File: config.mk
export PLATFORM = sky130hd
export DESIGN_NAME = instruction_fetch
export DESIGN_NICKNAME = d
export VERILOG_FILES = /design/src/rtl/instruction_fetch.sv
export SDC_FILE = /design/constraint.sdc
export NUM_CORES = 1
export LEC_CHECK = 0
export BUFFER_PORTS_ARGS = -buffer_cell sky130_fd_sc_hd__buf_2
export CAP_MARGIN = 40
export CELL_PAD_IN_SITES_DETAIL_PLACEMENT = 0
export CELL_PAD_IN_SITES_GLOBAL_PLACEMENT = 1
export CORE_MARGIN = 2
export CORE_UTILIZATION = 36
export DETAILED_ROUTE_END_ITERATION = 10
export PLACE_DENSITY_LB_ADDON = 0.2
export SYNTH_ARGS = -nofsm -noshare
export SYNTH_HDL_FRONTEND = slang
export SYNTH_SLANG_ARGS = --single-unit
File: constraint.sdc
create_clock -name clk_i -period 2.47 [get_ports clk_i]
set_input_delay 0.247 -clock clk_i [delete_from_list [all_inputs] [get_ports clk_i]]
set_output_delay 0.247 -clock clk_i [all_outputs]
set_load 0.01 [all_outputs]
File: src/rtl/instruction_fetch.sv
// Fetch stage: one 32-bit instruction read per fetch_start over a req/ack port,
// holding the result in an instruction register and reporting fetch faults.
module instruction_fetch #(
    parameter int unsigned TIMEOUT_CYCLES = 15,
    parameter logic [31:0] RESET_INSTR    = 32'h0000_0013
) (
    input  logic        clk_i,
    input  logic        rstn_i,
    input  logic [31:0] pc_i,
    input  logic        fetch_start_i,
    input  logic        flush_i,
    output logic [31:0] mem_addr_o,
    output logic        mem_req_o,
    input  logic        mem_ack_i,
    input  logic [31:0] mem_rdata_i,
    input  logic        mem_err_i,
    output logic [31:0] instr_o,
    output logic        instr_valid_o,
    output logic        fetch_busy_o,
    output logic        fetch_done_o,
    output logic        fault_o,
    output logic [1:0]  fault_cause_o
);

    typedef enum logic [1:0] {IDLE, REQ, DRAIN} state_e;

    localparam int unsigned     CW       = $clog2(TIMEOUT_CYCLES + 1);
    localparam logic [CW-1:0]   CNT_LAST = CW'(TIMEOUT_CYCLES - 1);
    localparam logic [1:0]      CAUSE_NONE  = 2'b00;
    localparam logic [1:0]      CAUSE_MISAL = 2'b01;
    localparam logic [1:0]      CAUSE_BUS   = 2'b10;
    localparam logic [1:0]      CAUSE_TMO   = 2'b11;

    state_e        state_q, state_d;
    logic [CW-1:0] cnt_q, cnt_d;
    logic [31:0]   addr_q, addr_d;
    logic          req_q, req_d;
    logic [31:0]   instr_q, instr_d;
    logic          valid_q, valid_d;
    logic          busy_q, busy_d;
    logic          done_q, done_d;
    logic          fault_q, fault_d;
    logic [1:0]    cause_q, cause_d;

    logic ack;
    logic timeout;
    logic aligned;

    // ack is only meaningful while a request is outstanding
    assign ack     = mem_ack_i && req_q;
    assign timeout = (cnt_q == CNT_LAST);
    assign aligned = (pc_i[1:0] == 2'b00);

    always_ff @(posedge clk_i or negedge rstn_i) begin
        if (!rstn_i) begin
            state_q <= IDLE;
            cnt_q   <= '0;
            addr_q  <= '0;
            req_q   <= 1'b0;
            instr_q <= RESET_INSTR;
            valid_q <= 1'b0;
            busy_q  <= 1'b0;
            done_q  <= 1'b0;
            fault_q <= 1'b0;
            cause_q <= CAUSE_NONE;
        end else begin
            state_q <= state_d;
            cnt_q   <= cnt_d;
            addr_q  <= addr_d;
            req_q   <= req_d;
            instr_q <= instr_d;
            valid_q <= valid_d;
            busy_q  <= busy_d;
            done_q  <= done_d;
            fault_q <= fault_d;
            cause_q <= cause_d;
        end
    end

    always_comb begin
        state_d = state_q;
        cnt_d   = cnt_q;
        unique case (state_q)
            IDLE: begin
                if (!flush_i && fetch_start_i && aligned) begin
                    state_d = REQ;
                    cnt_d   = '0;
                end
            end
            REQ, DRAIN: begin
                if (ack || timeout) begin
                    state_d = IDLE;
                end else begin
                    state_d = (flush_i || state_q == DRAIN) ? DRAIN : REQ;
                    if (cnt_q != {CW{1'b1}}) cnt_d = cnt_q + 1'b1;
                end
            end
            default: state_d = IDLE;
        endcase
        busy_d = (state_d != IDLE);
    end

    always_comb begin
        addr_d  = addr_q;
        req_d   = req_q;
        instr_d = instr_q;
        valid_d = valid_q;
        done_d  = 1'b0;
        fault_d = fault_q;
        cause_d = cause_q;
        unique case (state_q)
            IDLE: begin
                if (flush_i) begin
                    instr_d = RESET_INSTR;
                    valid_d = 1'b0;
                    fault_d = 1'b0;
                    cause_d = CAUSE_NONE;
                end else if (fetch_start_i) begin
                    valid_d = 1'b0;
                    fault_d = 1'b0;
                    cause_d = CAUSE_NONE;
                    if (!aligned) begin
                        done_d  = 1'b1;
                        fault_d = 1'b1;
                        cause_d = CAUSE_MISAL;
                    end else begin
                        addr_d = pc_i;
                        req_d  = 1'b1;
                    end
                end
            end
            REQ: begin
                if (flush_i) begin
                    // the bus cycle cannot be cancelled; only the result is dropped
                    instr_d = RESET_INSTR;
                    valid_d = 1'b0;
                    if (ack || timeout) req_d = 1'b0;
                end else if (ack) begin
                    req_d  = 1'b0;
                    done_d = 1'b1;
                    if (mem_err_i) begin
                        valid_d = 1'b0;
                        fault_d = 1'b1;
                        cause_d = CAUSE_BUS;
                    end else begin
                        instr_d = mem_rdata_i;
                        valid_d = 1'b1;
                    end
                end else if (timeout) begin
                    req_d   = 1'b0;
                    done_d  = 1'b1;
                    valid_d = 1'b0;
                    fault_d = 1'b1;
                    cause_d = CAUSE_TMO;
                end
            end
            DRAIN: begin
                if (flush_i) begin
                    instr_d = RESET_INSTR;
                    valid_d = 1'b0;
                end
                if (ack || timeout) req_d = 1'b0;
            end
            default: req_d = 1'b0;
        endcase
    end

    assign mem_addr_o    = addr_q;
    assign mem_req_o     = req_q;
    assign instr_o       = instr_q;
    assign instr_valid_o = valid_q;
    assign fetch_busy_o  = busy_q;
    assign fetch_done_o  = done_q;
    assign fault_o       = fault_q;
    assign fault_cause_o = cause_q;

endmodule

==> reports/qor.csv <==
metric;value;unit
outcome;completed;
hp-start;mem_rdata_i[1];
wl_per_cell;14.6;um
grt_overflow_total;0;
cts_sinks;77;
worst_slew_pin_slew;403;ps
grt_pass1_vias;2567;
vias;2435;
cp_max_fo;11;
slew_headroom;72.9;%
p_leak;0.00228;uW
wirelength;7350;um
ys_warn_count;0;
clk_path_buf_depth;2;
synthArstFlopShare;100;%
post_cts_buffers;0;
worstPathRequired;2690;ps
drv_slew;0;
holdPathEnd;instr_o[1]$_DFFE_PN1P_;
numCtsBuffers;9;
antenna_found_initial;0;
syn_inst;244;
nets;466;
grt_usage;16.0;%
fin_crit_sh;82.1;%
avgSynthCellArea;13.1;um^2
synthFlopType;dfrtp_1;
ant_nets;0;
holdPathStages;3;
fin_crit;2030;ps
die_h;98.2;um
firstDrtPassIters;4;
portBuffers;140;
rsz0062_at_grt;no;
fill_cells;834;
setup_viol;0;
seq_area_frac_synth;60.4;%
gp_congestion;0.720;
row_count;34;
vias_per_cell;4.85;
grt_start_max_net_pins;54;
synth_compound_area_share;14.2;%
rr_endpoint;cnt_q[3]$_DFFE_PN0P_;
area_delta_synth_final;33.3;%
hold_buffers;1;
tritoncts;built;
num_io_pins;141;
yosys-mux-area-fraction;13.0;%
dieArea;9640;um^2
syn_nets;320;
grt_pass1_wl;12500;um
die_w;98.2;um
synthAdderAreaFrac;2.35;%
clk_pin_slew;80;ps
clock_skew;10.0;ps
drtIter0Drc;39;
synth-simple-area-share;6.89;%
cts_resized;0;
synth_edf_count;0;
dp_hpwl;5260;um
syn_area;3190;um^2
timing.rr.start;state_q[0]$_DFF_PN0_;
powerDensity;1110;nW/um^2
worstSkewPairLatency;340;ps
critPathKind;flip-flop to flip-flop;
fin_tns_setup;0;ps
synth_cell_types;42;
synth_top_family_by_area;compound AO/OA/AOI/OAI gates;
core;8680;um^2
vdd_drop_max;0.440;mV
drive_above_1_share;50.5;%
fmax;0.493;GHz
hold_viol_final;0;
r2r_setup_slack;440;ps
diodes;0;
pre_cts_ws;445;ps
synth_seq_cells;77;
ctsRootBufferMaster;clkbuf_8;
cap_violations;0;
cp.arrival;2250;ps
htreeDepth;3;
reg2regPathDepth;6;
min_path_type;input pin to flip-flop;
start_util;36.8;%
synth_xor_area_share;0;%
cp-end-kind;flip-flop;
drc_errors;0;
start_kind;flip-flop;
setup_slack;442;ps
[cell type report]
type                    instances  area (um^2)  area share, %
clock buffers                  10          138           3.23
multi-input cells             141         1170           27.4
inverters                      15         56.3           1.32
well taps                     108          135           3.17
clock inverters                 5         58.8           1.38
repair buffers                146          771           18.1
flip-flops and latches         77         1930           45.4
[metrics by stage]
step                utilization (%)  area [um^2]  hold WS (ps)  total power [uW]  instances
finish                         49.0         4260           112              4720        502
global route                   49.0         4260          92.3              5070        502
CTS                            49.0         4260          96.2              4790        502
detailed placement             46.7         4050           188              3810        486
global placement               46.4         4020           450              3780        485
floorplan                         -         3190         -48.6              3070        244
[state kept, by name, summed over array words and instances (netlist names)]
register	flops
cnt_q	4
fault_cause_o	2
fault_o	1
fetch_busy_o	1
fetch_done_o	1
instr_o	32
instr_valid_o	1
mem_addr_o	32
mem_req_o	1
state_q	2
[power by group]
group | switching, uW | leakage (uW) | total [uW] | internal [uW]
sequential | 249 | 0.000990 | 1980 | 1730
clock | 453 | 0.0000948 | 944 | 491
combinational | 944 | 0.00119 | 1800 | 856
total | 1650 | 0.00228 | 4720 | 3080
[synth_stat cells, types with 4 or more instances]
| cell | count | area [um^2] |
|---|---|---|
| nand3_1 | 4 | 20.0 |
| a21oi_1 | 7 | 35.0 |
| ha_1 | 6 | 75.1 |
| mux2_2 | 32 | 360 |
| nand2_1 | 7 | 26.3 |
| inv_1 | 15 | 56.3 |
| dfrtp_1 | 74 | 1850 |
| nor2b_1 | 4 | 25.0 |
| nor2_1 | 11 | 41.3 |
| clkbuf_1 | 7 | 26.3 |
| a22o_1 | 31 | 272 |
[cells by family (layout without fill, tap and decap cells)]
kind of cell               count (synthesis)  after routing
AOI/OAI and AO/OA                         57             57
and+or+nand+nor                           41             41
DFF                                       77             77
buffers and inverters                     26            176
adders and majority gates                  6              6
muxes                                     37             37
[routing by layer]
metal | GRT usage (%) | up-vias | share of wire [%]
li1 | - | 1171 | -
met1 | 20.8 | 1178 | 44
met2 | 25.4 | 79 | 48
met3 | 5.73 | 7 | 6.9
met4 | 4.85 | 0 | 1.3
met5 | 0 | - | 0
[placed cells by master, fill, tap and decap left out, drive strengths merged, types with 3 or more instances in the layout]
cell type / count
buf: 145
clkbuf: 10
o21ai: 3
a22oi: 3
mux2: 35
ha: 6
nor2b: 4
dfstp: 3
nand3: 4
a22o: 31
nand2: 7
nor3: 3
inv: 16
a21oi: 7
nor2: 11
dfrtp: 74
[worst max-delay path, cell delays in order, from the launching register on]
cell	delay, ps
dfrtp_1	440
inv_1	130
ha_1	390
inv_1	180
nor3_1	390
nor2b_1	90
mux2_1	310
[how the worst max path moves through the flow]
stage / startpoint / slack, ps / cells past startpoint / to
after global placement: state_q[0]$_DFF_PN0_ / 520 / 6 / cnt_q[3]$_DFFE_PN0P_
after global routing: state_q[1]$_DFF_PN0_ / 170 / 6 / cnt_q[3]$_DFFE_PN0P_
after CTS: state_q[0]$_DFF_PN0_ / 440 / 6 / cnt_q[3]$_DFFE_PN0P_
after floorplan: state_q[0]$_DFF_PN0_ / 590 / 7 / fault_cause_o[0]$_DFFE_PN0P_
after detailed placement: state_q[1]$_DFF_PN0_ / 440 / 6 / cnt_q[3]$_DFFE_PN0P_
final: state_q[0]$_DFF_PN0_ / 440 / 6 / cnt_q[3]$_DFFE_PN0P_
Note: power is estimated with default switching activity, not from simulation.
